## config.mk

```make
export PLATFORM = sky130hd
export DESIGN_NAME = phy_link_arbiter
export DESIGN_NICKNAME = d
export VERILOG_FILES = /design/src/rtl/phy_link_arbiter.sv
export SDC_FILE = /design/constraint.sdc
export NUM_CORES = 1
export LEC_CHECK = 0
export ABC_CLOCK_PERIOD_IN_PS = 1690
export CAP_MARGIN = 10
export CORE_MARGIN = 1.5
export CORE_UTILIZATION = 36
export CTS_BUF_LIST = sky130_fd_sc_hd__clkbuf_16
export CTS_CLUSTER_SIZE = 24
export DETAILED_ROUTE_END_ITERATION = 12
export GPL_TIMING_DRIVEN = 0
export PLACE_DENSITY = 0.82
export SYNTH_ARGS = -nofsm -noshare
export SYNTH_HDL_FRONTEND = slang
export SYNTH_SLANG_ARGS = --single-unit
```

## constraint.sdc

```tcl
create_clock -name clk -period 1.69 [get_ports clk]
set_input_delay 0.338 -clock clk [delete_from_list [all_inputs] [get_ports clk]]
set_output_delay 0.338 -clock clk [all_outputs]
set_load 0.02 [all_outputs]
```

## src/rtl/phy_link_arbiter.sv

```systemverilog
// Round-robin arbiter feeding NUM_REQ router requesters into one phy send path.
// Optional SEND dwell timeout is compiled in with macro PHY_LINK_TIMEOUT_EN.
module phy_link_arbiter #(
    parameter int unsigned NUM_REQ        = 4,
    parameter int unsigned TIMEOUT_CYCLES = 64,
    localparam int unsigned IdW           = (NUM_REQ > 1) ? $clog2(NUM_REQ) : 1
) (
    input  logic                   clk,
    input  logic                   rst,
    input  logic [NUM_REQ-1:0]     req_valid,
    input  logic [32*NUM_REQ-1:0]  req_data,
    output logic [NUM_REQ-1:0]     req_ack,
    output logic [31:0]            phy_tx_data,
    output logic                   phy_enable_send,
    input  logic                   phy_tx_done,
    output logic [IdW-1:0]         grant_id,
    output logic                   busy,
    output logic                   timeout_err
);

    typedef enum logic [1:0] {StIdle, StSend, StGap} state_e;

    state_e               state_q, state_d;
    logic [IdW-1:0]       rr_ptr_q, rr_ptr_d;
    logic [IdW-1:0]       grant_q, grant_d;
    logic [31:0]          data_q, data_d;
    logic [NUM_REQ-1:0]   ack_q, ack_d;

    logic                 sel_found;
    logic [IdW-1:0]       sel_idx;
    logic [IdW-1:0]       cand;
    logic [IdW-1:0]       next_ptr;
    logic                 to_expire;

    // First valid requester at or above rr_ptr, wrapping modulo NUM_REQ.
    always_comb begin
        sel_found = 1'b0;
        sel_idx   = '0;
        cand      = '0;
        for (int unsigned i = 0; i < NUM_REQ; i++) begin
            cand = IdW'((32'(rr_ptr_q) + i) % NUM_REQ);
            if (!sel_found && req_valid[cand]) begin
                sel_found = 1'b1;
                sel_idx   = cand;
            end
        end
    end

    assign next_ptr = (grant_q == IdW'(NUM_REQ - 1)) ? '0 : grant_q + 1'b1;

`ifdef PHY_LINK_TIMEOUT_EN
    localparam int unsigned CntW = $clog2(TIMEOUT_CYCLES + 1);

    logic [CntW-1:0] to_cnt_q;
    logic            to_err_q;

    // Counter holds the number of SEND cycles already completed.
    assign to_expire = (state_q == StSend) && (to_cnt_q == CntW'(TIMEOUT_CYCLES - 1));

    always_ff @(posedge clk) begin
        if (rst) begin
            to_cnt_q <= '0;
            to_err_q <= 1'b0;
        end else begin
            if (state_q == StSend && state_d == StSend) begin
                to_cnt_q <= to_cnt_q + 1'b1;
            end else begin
                to_cnt_q <= '0;
            end
            if (to_expire && !phy_tx_done) begin
                to_err_q <= 1'b1;
            end
        end
    end

    assign timeout_err = to_err_q;
`else
    logic unused_timeout_cycles;

    assign unused_timeout_cycles = ^TIMEOUT_CYCLES;
    assign to_expire             = 1'b0;
    assign timeout_err           = 1'b0;
`endif

    always_comb begin
        state_d  = state_q;
        rr_ptr_d = rr_ptr_q;
        grant_d  = grant_q;
        data_d   = data_q;
        ack_d    = '0;
        unique case (state_q)
            StIdle: begin
                if (sel_found) begin
                    state_d = StSend;
                    grant_d = sel_idx;
                    data_d  = req_data[32*sel_idx +: 32];
                end
            end
            StSend: begin
                if (phy_tx_done) begin
                    ack_d[grant_q] = 1'b1;
                    rr_ptr_d       = next_ptr;
                    state_d        = StGap;
                end else if (to_expire) begin
                    rr_ptr_d = next_ptr;
                    state_d  = StGap;
                end
            end
            StGap: begin
                state_d = StIdle;
            end
            default: begin
                state_d = StIdle;
            end
        endcase
    end

    always_ff @(posedge clk) begin
        if (rst) begin
            state_q  <= StIdle;
            rr_ptr_q <= '0;
            grant_q  <= '0;
            data_q   <= '0;
            ack_q    <= '0;
        end else begin
            state_q  <= state_d;
            rr_ptr_q <= rr_ptr_d;
            grant_q  <= grant_d;
            data_q   <= data_d;
            ack_q    <= ack_d;
        end
    end

    assign req_ack         = ack_q;
    assign phy_tx_data     = data_q;
    assign grant_id        = grant_q;
    assign phy_enable_send = (state_q == StSend);
    assign busy            = (state_q != StIdle);

endmodule

```

==> flow_metrics.py, run 1 <==
metrics = {
    "detailed_routing": {
        "vias_per_cell": 4.92,
        "wl_um": 8540,
        "first_pass_iters": 4,
        "drc": 0,
        "via_count": 2576,
        "ant_nets": 0,
        "drtIter0Drc": 45,
        "wire_per_inst_um": 16.3,
    },
    "setup_path": {
        "r2r_end": "phy_tx_data[17]",
        "rrSetupSlack_ps": -40,
        "crit_chain": "a21oi_2, o21ai_2, a21oi_4, buf_8, buf_12, buf_16, mux2i_2, o221ai_2",
        "end_kind": "flip-flop",
        "path_class": "reg -> reg",
        "startpoint_type": "flip-flop",
        "r2r_start": "rr_ptr_q[1]",
        "cp_slowest_stage_delay_ps": 360,
        "critPathRequiredTime_ps": 1850,
        "cpMaxStageDelayCell": "dfxtp_4",
        "startpoint": "rr_ptr_q[1]",
        "cp_max_fo": 5,
        "cp.arrival_ps": 1890,
        "reg2reg_depth": 8,
    },
    "synthesis": {
        "synth_cell_types": 28,
        "synth_top_area_share_pct": 33.1,
        "synth_edf_count": 0,
        "synthArstFlopShare_pct": 0,
        "synth.cell_area_um2": 2540,
        "syn_nets": 374,
        "synth_flop_cell": "dfxtp_1",
        "ys_warn_count": 0,
        "ys_ff_latch": 42,
        "yosys.area.top_type": "dfxtp_1",
        "ys_seq_area_share_pct": 33.1,
        "synthCells": 235,
        "ys_top_cells_by_area": "dfxtp_1 33%, mux2i_1 26%, o221ai_2 18%",
        "syn_area_per_cell_um2": 10.8,
    },
    "sta": {
        "fin_ws_ps": -35.9,
        "finalCriticalPeriod_ps": 1730,
        "hold_violations": 0,
        "slew_violations": 0,
        "setup_viol": 1,
        "fmax_mhz": 579,
        "timing.final.crit_share_pct": 102,
        "finClkSkew_ps": 5.83,
        "rsz0062_at_grt": "true",
    },
    "floorplanning": {
        "die_w_um": 87.1,
        "num_rows": 30,
        "io-pin-count": 176,
        "dieArea_um2": 7580,
        "start_util_pct": 37.2,
        "core_area_um2": 6830,
        "die_y_um": 87.1,
    },
    "global_routing": {
        "grt_overflow": 0,
        "grt_max_degree": 15,
        "grt_first_pass_wirelength_um": 12800,
        "grt_pass1_vias": 2660,
        "antenna_found_initial": 0,
        "grtUsageTotal_pct": 21.5,
    },
    "job": {
        "drv_cap": 0,
    },
    "cells_and_area": {
        "layout_common_cells": "165 x clkdlybuf4s50_1, 44 x mux2i_1, 40 x dfxtp_1",
        "register_area_um2": 846,
        "final_cells": 524,
        "final_common_cell": "clkdlybuf4s50_1",
        "fill_cells": 522,
        "antenna_cells": 0,
        "multi_input_area_um2": 1680,
        "drive_gt1_share_pct": 24.3,
        "area_delta_synth_final_pct": 93.9,
        "nNetsFinal": 566,
    },
    "clock_tree": {
        "h-tree-depth": 2,
        "path_clk_slew_ps": 60,
        "clk_latency_ps": 280,
        "cts_buffer_depth": 2,
        "cts_tree": "built",
        "numCtsBuffers": 5,
        "cts_root_buf": "clkbuf_16",
        "cts.sinks": 42,
    },
    "placed_design": {
        "post-dp-hpwl_um": 6240,
        "pre_cts_ws_ps": -499,
        "io_buffers": 173,
        "globalplace.congestion": 0.835,
        "dp.cells": 504,
    },
    "power_and_ir_drop": {
        "pwr-share-comb_pct": 40.8,
        "internal_power_mw": 2.51,
        "pwr_density_cell_nw_per_um2": 728,
        "p_sw_mw": 1.09,
        "power_frac_seq_pct": 32.6,
        "clockPowerShare_pct": 26.6,
        "sw_frac_of_total_pct": 30.2,
        "leakagePower_nw": 1.83,
        "ir_drop_uv": 422,
    },
    "worst_hold_path": {
        "worst_hold_path.endpoint": "state_q[0]",
        "hold_start": "rst",
        "min_path_type": "in -> reg",
        "hold_depth": 2,
    },
    "outcome": {
        "violations": "setup timing",
        "status": "finished with violations",
    },
}
-- power groups by stage --
stage	clock network, mW	registers [mW]	logic (mW)
finish	0.954	1.17	1.47
floorplan	0	1.32	0.516
global route	1.01	1.18	1.56
CTS	0.968	1.17	1.39
detailed placement	0	1.19	1.29
global placement	0	1.19	1.27
-- state kept, by name (all words and copies together), names as in the netlist --
name	count
phy_tx_data	32
rr_ptr_q	2
req_ack	4
grant_id	2
state_q	2
-- kinds of logic (layout without fill, tap and decap cells) --
kind of cell | after synthesis | in the layout | synth area share [%]
compound gates | 43 | 43 | 21.9
buf+inv | 26 | 219 | 7.33
flops | 42 | 42 | 33.1
simple gates | 53 | 53 | 9.59
mux | 66 | 66 | 26.0
other cells | 1 | 1 | 0.147
fa+ha+maj | 4 | 4 | 1.97
-- metrics by stage --
step	utilization, %	total power, mW	hold WS, ps	instance area, µm²	TNS [ps]
2_1_floorplan	-	1.83	474	2540	0
3_3_place_gp	64.3	2.46	442	4400	-14120
3_5_place_dp	64.3	2.48	450	4400	-14910
4_1_cts	69.5	3.53	339	4750	0
5_1_grt	72.2	3.75	356	4930	-1450
6_report	72.2	3.59	341	4930	-35.9
-- worst max-delay path by stage --
stage	endpoint	slack (ps)	cells after the start
floorplan	phy_tx_data[10]	140	7
global placement	phy_tx_data[5]	-480	8
detailed placement	phy_tx_data[5]	-500	8
CTS	phy_tx_data[31]	0.6	7
global route	phy_tx_data[17]	-110	8
finish	phy_tx_data[17]	-40	8
-- what timing repair did --
action / in CTS / in global routing
gates resized for setup: 33 / 34
gates cloned: 3 / 0
pin swaps: 2 / 3
hold endpoints to repair: 0 / 0
endpoints found under the setup margin: 35 / 33
hold buffers: 0 / 0
buffers inserted: 5 / 4
-- worst max-delay path: cells and delay by family, from the launching register on --
| kind | cells | cell delay (ps) |
|---|---|---|
| flip-flops | 1 | 360 |
| AO/OA/AOI/OAI | 4 | 560 |
| multiplexers | 1 | 260 |
| buffers and inverters | 3 | 410 |
-- routing by layer --
metal / track usage (%) / vias up / routed length [µm]
met5: 0 / - / 0
met2: 39.7 / 116 / 4390
li1: - / 1257 / -
met4: 6.45 / 0 / 120
met1: 23.8 / 1193 / 3330
met3: 6.26 / 10 / 697
-- area by class of cell --
cell class	instances	area share, %
plain buffers	19	4.67
repair buffers	185	38.2
multi-input cells	167	34.0
inverters	7	0.533
clock buffers	5	2.54
well taps	96	2.44
flip-flops and latches	42	17.2
clock inverters	3	0.431
-- synthesized netlist by cell type (2+ instances only) --
library cell  count
a21oi_1           5
a21oi_2           2
and2_1            4
buf_2             5
buf_4             4
buf_6             9
dfxtp_1          42
ha_1              4
inv_1             6
mux2i_1          66
nand2_1          34
nand2b_1          2
nor2_1            5
nor2b_1           2
o221ai_1          2
o221ai_2         31
No activity file was read; power rests on OpenSTA's default activity.
==> inputs of run 2 (changes only) <==
SLEW_MARGIN = 30   (was unset)
==> results of run 2 <==
The final DEF is identical to that of run 1; final timing and power are the same.
